===== src/rtl/risc_processor_wrapper.sv =====
// risc_processor_wrapper: 8-bit, 16-register three-phase RISC core with a fixed program ROM
// and four registered output ports. One 16-bit instruction completes every three clocks.

module timing_gen (
  input  logic       clk,
  input  logic       reset,
  input  logic       halt,
  output logic [2:0] phase
);
  localparam logic [2:0] T1 = 3'b001;
  localparam logic [2:0] T2 = 3'b010;
  localparam logic [2:0] T3 = 3'b100;

  logic [2:0] state;
  logic [2:0] state_next;

  always_ff @(posedge clk) begin
    if (reset) state <= T1;
    else       state <= state_next;
  end

  // Halt is only ever set on the edge leaving T3, so a halted ring sits in T1.
  always_comb begin
    state_next = state;
    if (!halt) begin
      case (state)
        T1:      state_next = T2;
        T2:      state_next = T3;
        T3:      state_next = T1;
        default: state_next = T1;
      endcase
    end
  end

  // phase is the one-hot ring itself: {T3,T2,T1}.
  always_comb begin
    phase = state;
  end
endmodule

module reg_file (
  input  logic       clk,
  input  logic       reset,
  input  logic       we,
  input  logic [3:0] waddr,
  input  logic [7:0] wdata,
  input  logic [3:0] raddr_a,
  input  logic [3:0] raddr_b,
  input  logic [3:0] raddr_c,
  output logic [7:0] rdata_a,
  output logic [7:0] rdata_b,
  output logic [7:0] rdata_c
);
  logic [7:0] reg_file_out [16];

  always_ff @(posedge clk) begin
    if (reset) begin
      for (int i = 0; i < 16; i++) reg_file_out[i] <= 8'h00;
    end else if (we) begin
      reg_file_out[waddr] <= wdata;
    end
  end

  // Reads are asynchronous, so an in-flight instruction sees the pre-write value.
  assign rdata_a = reg_file_out[raddr_a];
  assign rdata_b = reg_file_out[raddr_b];
  assign rdata_c = reg_file_out[raddr_c];
endmodule

module risc_core (
  input  logic       clk,
  input  logic       reset,
  input  logic [7:0] inp1,
  input  logic [7:0] inp2,
  input  logic [7:0] inp3,
  input  logic [7:0] inp4,
  output logic [7:0] out1,
  output logic [7:0] out2,
  output logic [7:0] out3,
  output logic [7:0] out4,
  output logic [7:0] dataout1,
  output logic [7:0] dataout2,
  output logic [7:0] alu_out,
  output logic       out_port_write
);
  localparam logic [2:0] T1 = 3'b001;
  localparam logic [2:0] T3 = 3'b100;

  localparam logic [3:0] OP_ADD = 4'h1, OP_SUB = 4'h2, OP_AND = 4'h3, OP_OR  = 4'h4;
  localparam logic [3:0] OP_XOR = 4'h5, OP_NOT = 4'h6, OP_SHL = 4'h7, OP_SHR = 4'h8;
  localparam logic [3:0] OP_MOV = 4'h9, OP_IN  = 4'hA, OP_OUT = 4'hB, OP_LDI = 4'hC;
  localparam logic [3:0] OP_JMP = 4'hD, OP_JZ  = 4'hE, OP_HLT = 4'hF;

  logic [7:0]  pc;
  logic [15:0] ir;
  logic        halt;
  logic [2:0]  phase;
  logic [15:0] rom_word;
  logic [7:0]  pc_next;
  logic [7:0]  inp_sel;
  logic [7:0]  jz_value;
  logic        reg_write;
  logic [7:0]  out_reg [4];

  logic [3:0] opcode, destin, source1, source2;
  logic [7:0] imm;
  assign opcode  = ir[15:12];
  assign destin  = ir[11:8];
  assign source1 = ir[7:4];
  assign source2 = ir[3:0];
  assign imm     = ir[7:0];

  timing_gen timing_gen (
    .clk   (clk),
    .reset (reset),
    .halt  (halt),
    .phase (phase)
  );

  reg_file reg_file (
    .clk     (clk),
    .reset   (reset),
    .we      (reg_write),
    .waddr   (destin),
    .wdata   (alu_out),
    .raddr_a (source1),
    .raddr_b (source2),
    .raddr_c (destin),
    .rdata_a (dataout1),
    .rdata_b (dataout2),
    .rdata_c (jz_value)
  );

  always_comb begin
    case (pc)
      8'd0:    rom_word = 16'hA100;  // IN  R1, port1
      8'd1:    rom_word = 16'hA210;  // IN  R2, port2
      8'd2:    rom_word = 16'hA320;  // IN  R3, port3
      8'd3:    rom_word = 16'h1612;  // ADD R6, R1, R2
      8'd4:    rom_word = 16'h2A23;  // SUB R10, R2, R3
      8'd5:    rom_word = 16'h3D21;  // AND R13, R2, R1
      8'd6:    rom_word = 16'h4E13;  // OR  R14, R1, R3
      8'd7:    rom_word = 16'h5F23;  // XOR R15, R2, R3
      8'd8:    rom_word = 16'hB060;  // OUT port1, R6
      8'd9:    rom_word = 16'hB1F0;  // OUT port2, R15
      default: rom_word = 16'hF000;  // HLT
    endcase
  end

  always_comb begin
    case (source1[1:0])
      2'd0:    inp_sel = inp1;
      2'd1:    inp_sel = inp2;
      2'd2:    inp_sel = inp3;
      default: inp_sel = inp4;
    endcase
  end

  always_comb begin
    case (opcode)
      OP_ADD:  alu_out = dataout1 + dataout2;
      OP_SUB:  alu_out = dataout1 - dataout2;
      OP_AND:  alu_out = dataout1 & dataout2;
      OP_OR:   alu_out = dataout1 | dataout2;
      OP_XOR:  alu_out = dataout1 ^ dataout2;
      OP_NOT:  alu_out = ~dataout1;
      OP_SHL:  alu_out = {dataout1[6:0], 1'b0};
      OP_SHR:  alu_out = {1'b0, dataout1[7:1]};
      OP_MOV:  alu_out = dataout1;
      OP_IN:   alu_out = inp_sel;
      OP_LDI:  alu_out = imm;
      default: alu_out = 8'h00;
    endcase
  end

  always_comb begin
    reg_write      = 1'b0;
    out_port_write = 1'b0;
    if (phase == T3 && !halt) begin
      reg_write      = (opcode >= OP_ADD && opcode <= OP_IN) || opcode == OP_LDI;
      out_port_write = (opcode == OP_OUT);
    end
  end

  // HLT leaves the PC pointing at itself.
  always_comb begin
    case (opcode)
      OP_JMP:  pc_next = imm;
      OP_JZ:   pc_next = (jz_value == 8'h00) ? imm : pc + 8'd1;
      OP_HLT:  pc_next = pc;
      default: pc_next = pc + 8'd1;
    endcase
  end

  always_ff @(posedge clk) begin
    if (reset) begin
      pc   <= 8'h00;
      ir   <= 16'h0000;
      halt <= 1'b0;
      for (int i = 0; i < 4; i++) out_reg[i] <= 8'h00;
    end else if (!halt) begin
      case (phase)
        T1: ir <= rom_word;
        T3: begin
          pc <= pc_next;
          if (opcode == OP_HLT) halt <= 1'b1;
          if (out_port_write) out_reg[destin[1:0]] <= dataout1;
        end
        default: ;
      endcase
    end
  end

  assign out1 = out_reg[0];
  assign out2 = out_reg[1];
  assign out3 = out_reg[2];
  assign out4 = out_reg[3];
endmodule

module risc_processor_wrapper (
  input  logic       clk,
  input  logic       Reset,
  input  logic [7:0] InpExtWorld1,
  input  logic [7:0] InpExtWorld2,
  input  logic [7:0] InpExtWorld3,
  input  logic [7:0] InpExtWorld4,
  output logic [7:0] OutExtWorld1,
  output logic [7:0] OutExtWorld2,
  output logic [7:0] OutExtWorld3,
  output logic [7:0] OutExtWorld4,
  output logic [7:0] Dataout1,
  output logic [7:0] Dataout2,
  output logic [7:0] ALUout,
  output logic       OUTportWrite
);
  risc_core uut (
    .clk            (clk),
    .reset          (Reset),
    .inp1           (InpExtWorld1),
    .inp2           (InpExtWorld2),
    .inp3           (InpExtWorld3),
    .inp4           (InpExtWorld4),
    .out1           (OutExtWorld1),
    .out2           (OutExtWorld2),
    .out3           (OutExtWorld3),
    .out4           (OutExtWorld4),
    .dataout1       (Dataout1),
    .dataout2       (Dataout2),
    .alu_out        (ALUout),
    .out_port_write (OUTportWrite)
  );
endmodule


===== config.mk =====
export PLATFORM = sky130hd
export DESIGN_NAME = risc_processor_wrapper
export DESIGN_NICKNAME = d
export VERILOG_FILES = /design/src/rtl/risc_processor_wrapper.sv
export SDC_FILE = /design/constraint.sdc
export NUM_CORES = 1
export LEC_CHECK = 0
export CAP_MARGIN = 20
export CORE_MARGIN = 5
export CORE_UTILIZATION = 35
export CTS_CLUSTER_SIZE = 16
export DETAILED_ROUTE_END_ITERATION = 10
export GPL_TIMING_DRIVEN = 1
export PLACE_DENSITY_LB_ADDON = 0.15
export SLEW_MARGIN = 20
export SYNTH_ARGS = -nofsm -noshare
export SYNTH_HDL_FRONTEND = slang
export SYNTH_HIERARCHICAL = 1
export SYNTH_SLANG_ARGS = --single-unit
export TNS_END_PERCENT = 100

===== constraint.sdc =====
create_clock -name clk -period 8.6 [get_ports clk]
set_clock_uncertainty 0.2 [all_clocks]
set_input_delay 1.72 -clock clk [delete_from_list [all_inputs] [get_ports clk]]
set_output_delay 1.72 -clock clk [all_outputs]
set_load 0.01 [all_outputs]

Yosys cells after proc, flatten, opt, wreduce, memory -nomap -nowiden
Memories as Yosys holds them, arrays and structs flattened. A register that Yosys moved wholly into a read port is not among the register bits.
Index checks and enable logic that the tools add are counted.
{"block": "word_totals", "regBits": 28, "ramBits": 160, "romBits": 224, "inputBits": 34, "out_inout_bits": 57, "elab_cells": 84, "mem_count": 3}
{"name": "(no name shown)", "depth": 16, "width": 14, "rd": 1, "rd_ports_with_merged_regs": 1, "write_ports": 0, "line_no": "135", "rtl": "case (pc)"}
{"name": "uut.reg_file.reg_file_out", "depth": 16, "width": 8, "rd": 3, "rd_ports_with_merged_regs": 3, "write_ports": 16, "line_no": "54", "rtl": "logic [7:0] reg_file_out [16];"}
{"name": "uut.out_reg", "depth": 4, "width": 8, "rd": 4, "rd_ports_with_merged_regs": 0, "write_ports": 4, "line_no": "103", "rtl": "logic [7:0] out_reg [4];"}
{"block": "op_classes", "n_addsub": 3, "n_lt_le_gt_ge": 2, "eq_ne": 20, "n_mux": 35, "n_bitwise": 6, "n_reduce_logical": 11}
{"operator": "$pmux W8 S11", "count": 1}
{"operator": "$pmux W8 S3", "count": 2}
{"operator": "$mux W4", "count": 9}
{"operator": "$eq A4 B4 Y1 const B", "count": 8}
{"operator": "$mux W8", "count": 3}
{"operator": "$mux W1", "count": 17}
{"operator": "$eq A4 B3 Y1 const B", "count": 4}
{"operator": "$mux W16", "count": 1}
{"operator": "$reduce_or A8 Y1", "count": 2}
{"operator": "$add A8 B1 Y8 const B", "count": 1}
{"operator": "$add A8 B8 Y8", "count": 1}
{"operator": "$and A8 B8 Y8", "count": 1}
{"operator": "$eq A4 B2 Y1 const B", "count": 2}
{"operator": "$logic_not A8 Y1", "count": 1}
{"operator": "$not A8 Y8", "count": 1}
{"operator": "$or A8 B8 Y8", "count": 1}
{"operator": "$sub A8 B8 Y8", "count": 1}
{"operator": "$xor A8 B8 Y8", "count": 1}
{"operator": "$pmux W3 S2", "count": 1}
{"operator": "$eq A4 B1 Y1 const B", "count": 1}
{"operator": "$ge A4 B1 Y1 const B", "count": 1}
{"operator": "$le A4 B4 Y1 const B", "count": 1}
{"operator": "$logic_not A4 Y1", "count": 1}
{"operator": "$eq A3 B1 Y1 const B", "count": 1}
{"operator": "other kinds (12)", "count": 14}

Logic depth before layout (Yosys ltp)
{"block": "depth", "depth_word": 10, "depth_mapped": 18, "depth_no_buf": 15}

Hierarchy
Netlist, hierarchy kept.
{"module": "reg_file", "n_inst": 1, "cells_each": 515, "area_each_um2": 7743.7, "seq_area_each_um2": 3843.7}
{"module": "risc_core", "n_inst": 1, "cells_each": 462, "area_each_um2": 4465.5, "seq_area_each_um2": 1661.6}
{"module": "timing_gen", "n_inst": 1, "cells_each": 12, "area_each_um2": 126.4, "seq_area_each_um2": 60.1}

Least setup slack after synthesis
Ideal clock, no wire load.
{"block": "synth_path", "kind": "register to output", "start": "register uut/ir[11] (netlist name)", "end": "output ALUout[5]", "arrival_time_ps": 3955, "t_required_ps": 6680, "setup_slack_ps": 2725, "path_stages_with_launch": 17, "path_buffers": 2, "cell_sequence": "dfxtp_1 buf_2 buf_4 mux4_2 a22oi_1 nand2_1 inv_1 ha_1 mux2_2 inv_1 ha_1 nor2b_1 o21ai_0 a21boi_0 o21a_1 o21a_1 o31ai_1"}
{"item": "end: declaration", "line_no": "233", "rtl": "output logic [7:0] ALUout,"}

==> flow_summary.toml <==
[cts]
cts_setup_buffers = 0
cts_sinks = 198
cts_resized = 0
cts_buffers = 17
cts_tree = "done"
ctsHoldBuffers = 0
clk_pin_slew_ps = 70
clockBufferDepth = 2
htree_levels = 4
clk_latency_ps = 450
cts-root-buf = "clkbuf_16"

[routing]
wl_per_cell_um = 24.4
vias = 8626
drc = 0
first_iter_violations = 944
firstDrtPassIters = 5
ant_nets = 0
viasPerCell = 5.63
drt_wl_total_um = 37400

[yosys]
synth_commonest_cells = "and2_1, edfxtp_1, mux4_2"
yosysSeqAreaShare_pct = 45.1
yosys_register_bits = 198
synth_most_common_cell = "and2_1"
synth_edf_count = 160
synth.avg_cell_area_um2 = 12.5
netlist_area_mm2 = 0.0123
synthArstFlopShare_pct = 0
synth_top_area_cell = "edfxtp_1"
synth_cell_types = 89
synthCells = 989
ys.flop_type = "edfxtp_1"
ys_warn_count = 6
synth_area_leaders = "edfxtp_1, mux4_2, and2_1"
yosysTopAreaCellShare_pct = 38.9

[sta]
drv_slew = 0
rsz0062_at_grt = "false"
finalSetupTns_ps = 0
period_minus_slack_ps = 7560
worst_pin_slew_ps = 923
fmax_mhz = 132
setup_viol = 0
min_period_over_period_pct = 88.0
hold_violations = 0
max-slew-margin-rel_pct = 37.6

[status]
status = "finished, final reports clean"

[die]
initial_core_util_pct = 35.6
chipWidth_um = 198
pin_count = 91
die_y_um = 198
coreArea_mm2 = 0.0346
rows = 68
die-area_mm2 = 0.0391

[worst_setup_path]
r2r_end = "uut/reg_file/reg_file_out[5][5]"
critPathCaptureType = "output port"
cp_max_fo = 27
r2r-start = "uut/ir[11]"
slowest_delay_ps = 780
cp_common_cell = "o21a_1"
critPathKind = "flip-flop to output port"
startpoint_type = "flip-flop"
cp_slowest_cell = "o31ai_2"
timing.critical_path.to = "ALUout[5]"
cp-startpoint = "uut/ir[11]"
cp.required_ps = 6680
critical_path_arrival_ps = 5640
path_cells = "buf_4 -> mux4_2 -> a22oi_1 -> nand2_1 -> nor3_1 -> nor2_1 -> xnor2_1 -> ha_1 -> a21boi_0 -> o21a_1 -> o21a_1 -> o31ai_2 -> clkdlybuf4s50_1"
rrSetupSlack_ps = 3290
r2r_cells = 14

[cells_and_area]
fin_nets = 1123
drive_gt1_share_pct = 20.8
seq_area_mm2 = 0.00557
largest_reg_flops = 128
fill_cells = 3289
multi_input_area_mm2 = 0.00639
syn_to_final_growth_pct = 15.8

[power]
p_leak_uw = 0.00497
finalPower_uw = 2380
ir_drop_v = 0.000150
powerDensity_mw_per_mm2 = 167

[hold_path]
min_path_type = "flip-flop to flip-flop"

[place]
port_buffers = 90
dp_hpwl_um = 27500
gp_congestion = 0.867

[global_route]
grt_pass1_wl_um = 55900
antenna_found_initial = 0
grt_max_degree = 46
grt_pass1_vias = 8450
grtUsageTotal_pct = 19.3
gr-total-overflow = 0

[run]
drv_cap = 0
==> worst max-delay path: cells and delay by family (launching register included) <==
family                     cells  cell delay (ps)
and+or+nand+nor                3              650
DFF                            1              730
adders and majority gates      1              300
muxes                          1              560
AOI/OAI and AO/OA              5             1570
buffers and inverters          2             1210
xor gates and xnor gates       1              160
==> through the flow <==
stage	setup slack (ps)	hold slack, ps	utilization, %	instance area, um^2	instances
final	1040	270	41.3	14300	1533
after global routing	734	299	41.2	14300	1531
after CTS	942	274	41.2	14300	1531
after detailed placement	1470	254	39.7	13700	1499
after global placement	1450	248	39.7	13700	1499
after floorplan	2720	243	-	12400	996
==> layout by cell type (no fill, tap or decap), drive strengths merged, types with 6 or more instances in the layout <==
cell type,count
clkinv,7
conb,8
or2,23
dfxtp,38
clkbuf,17
nor2,48
inv,31
and2,163
ha,25
nand2,55
o21ai,21
mux2i,7
clkdlybuf4s50,89
nand3,13
a21oi,20
nor3,14
and3,9
edfxtp,160
buf,27
nor2b,16
xnor2,7
nand2b,10
mux4,105
o21a,6
a22oi,62
==> kinds of logic (layout without fill, tap and decap cells) <==
logic type | count (synthesis) | count (layout) | share of synthesized area (%)
simple gates | 383 | 383 | 18.2
flops | 198 | 198 | 45.1
compound gates | 159 | 159 | 9.63
mux | 116 | 116 | 20.1
buf+inv | 95 | 175 | 3.38
fa+ha+maj | 28 | 28 | 2.87
xor+xnor | 9 | 9 | 0.639
other cells | 1 | 10 | 0.0304
==> metal layers <==
layer	track usage, %	routed length (um)
met5	0	0
met1	28.1	17300
met3	4.56	2700
met4	5.59	909
met2	28.8	16600
==> power breakdown <==
group	total [uW]	switching (uW)	internal, uW
Clock	761	384	376
Sequential	1100	36.8	1060
Combinational	520	309	212
==> worst min-delay path by stage <==
| stage | end | cells past startpoint | slack [ps] |
|---|---|---|---|
| finish | uut/ir[6] | 2 | 270 |
| global route | uut/ir[10] | 2 | 300 |
| CTS | uut/ir[6] | 2 | 270 |
| detailed placement | uut/ir[6] | 2 | 250 |
| global placement | uut/ir[1] | 2 | 250 |
| floorplan | uut/ir[10] | 2 | 240 |
==> layout make-up <==
type	count	area share (%)
Tap cell	455	3.98
Inverter	27	0.709
Antenna cell	2	0.0350
Clock inverter	15	0.884
Multi-Input combinational cell	703	44.8
Clock buffer	17	2.98
Timing Repair Buffer	116	7.64
Sequential cell	198	39.0
Note: power is estimated with default switching activity, not from simulation.
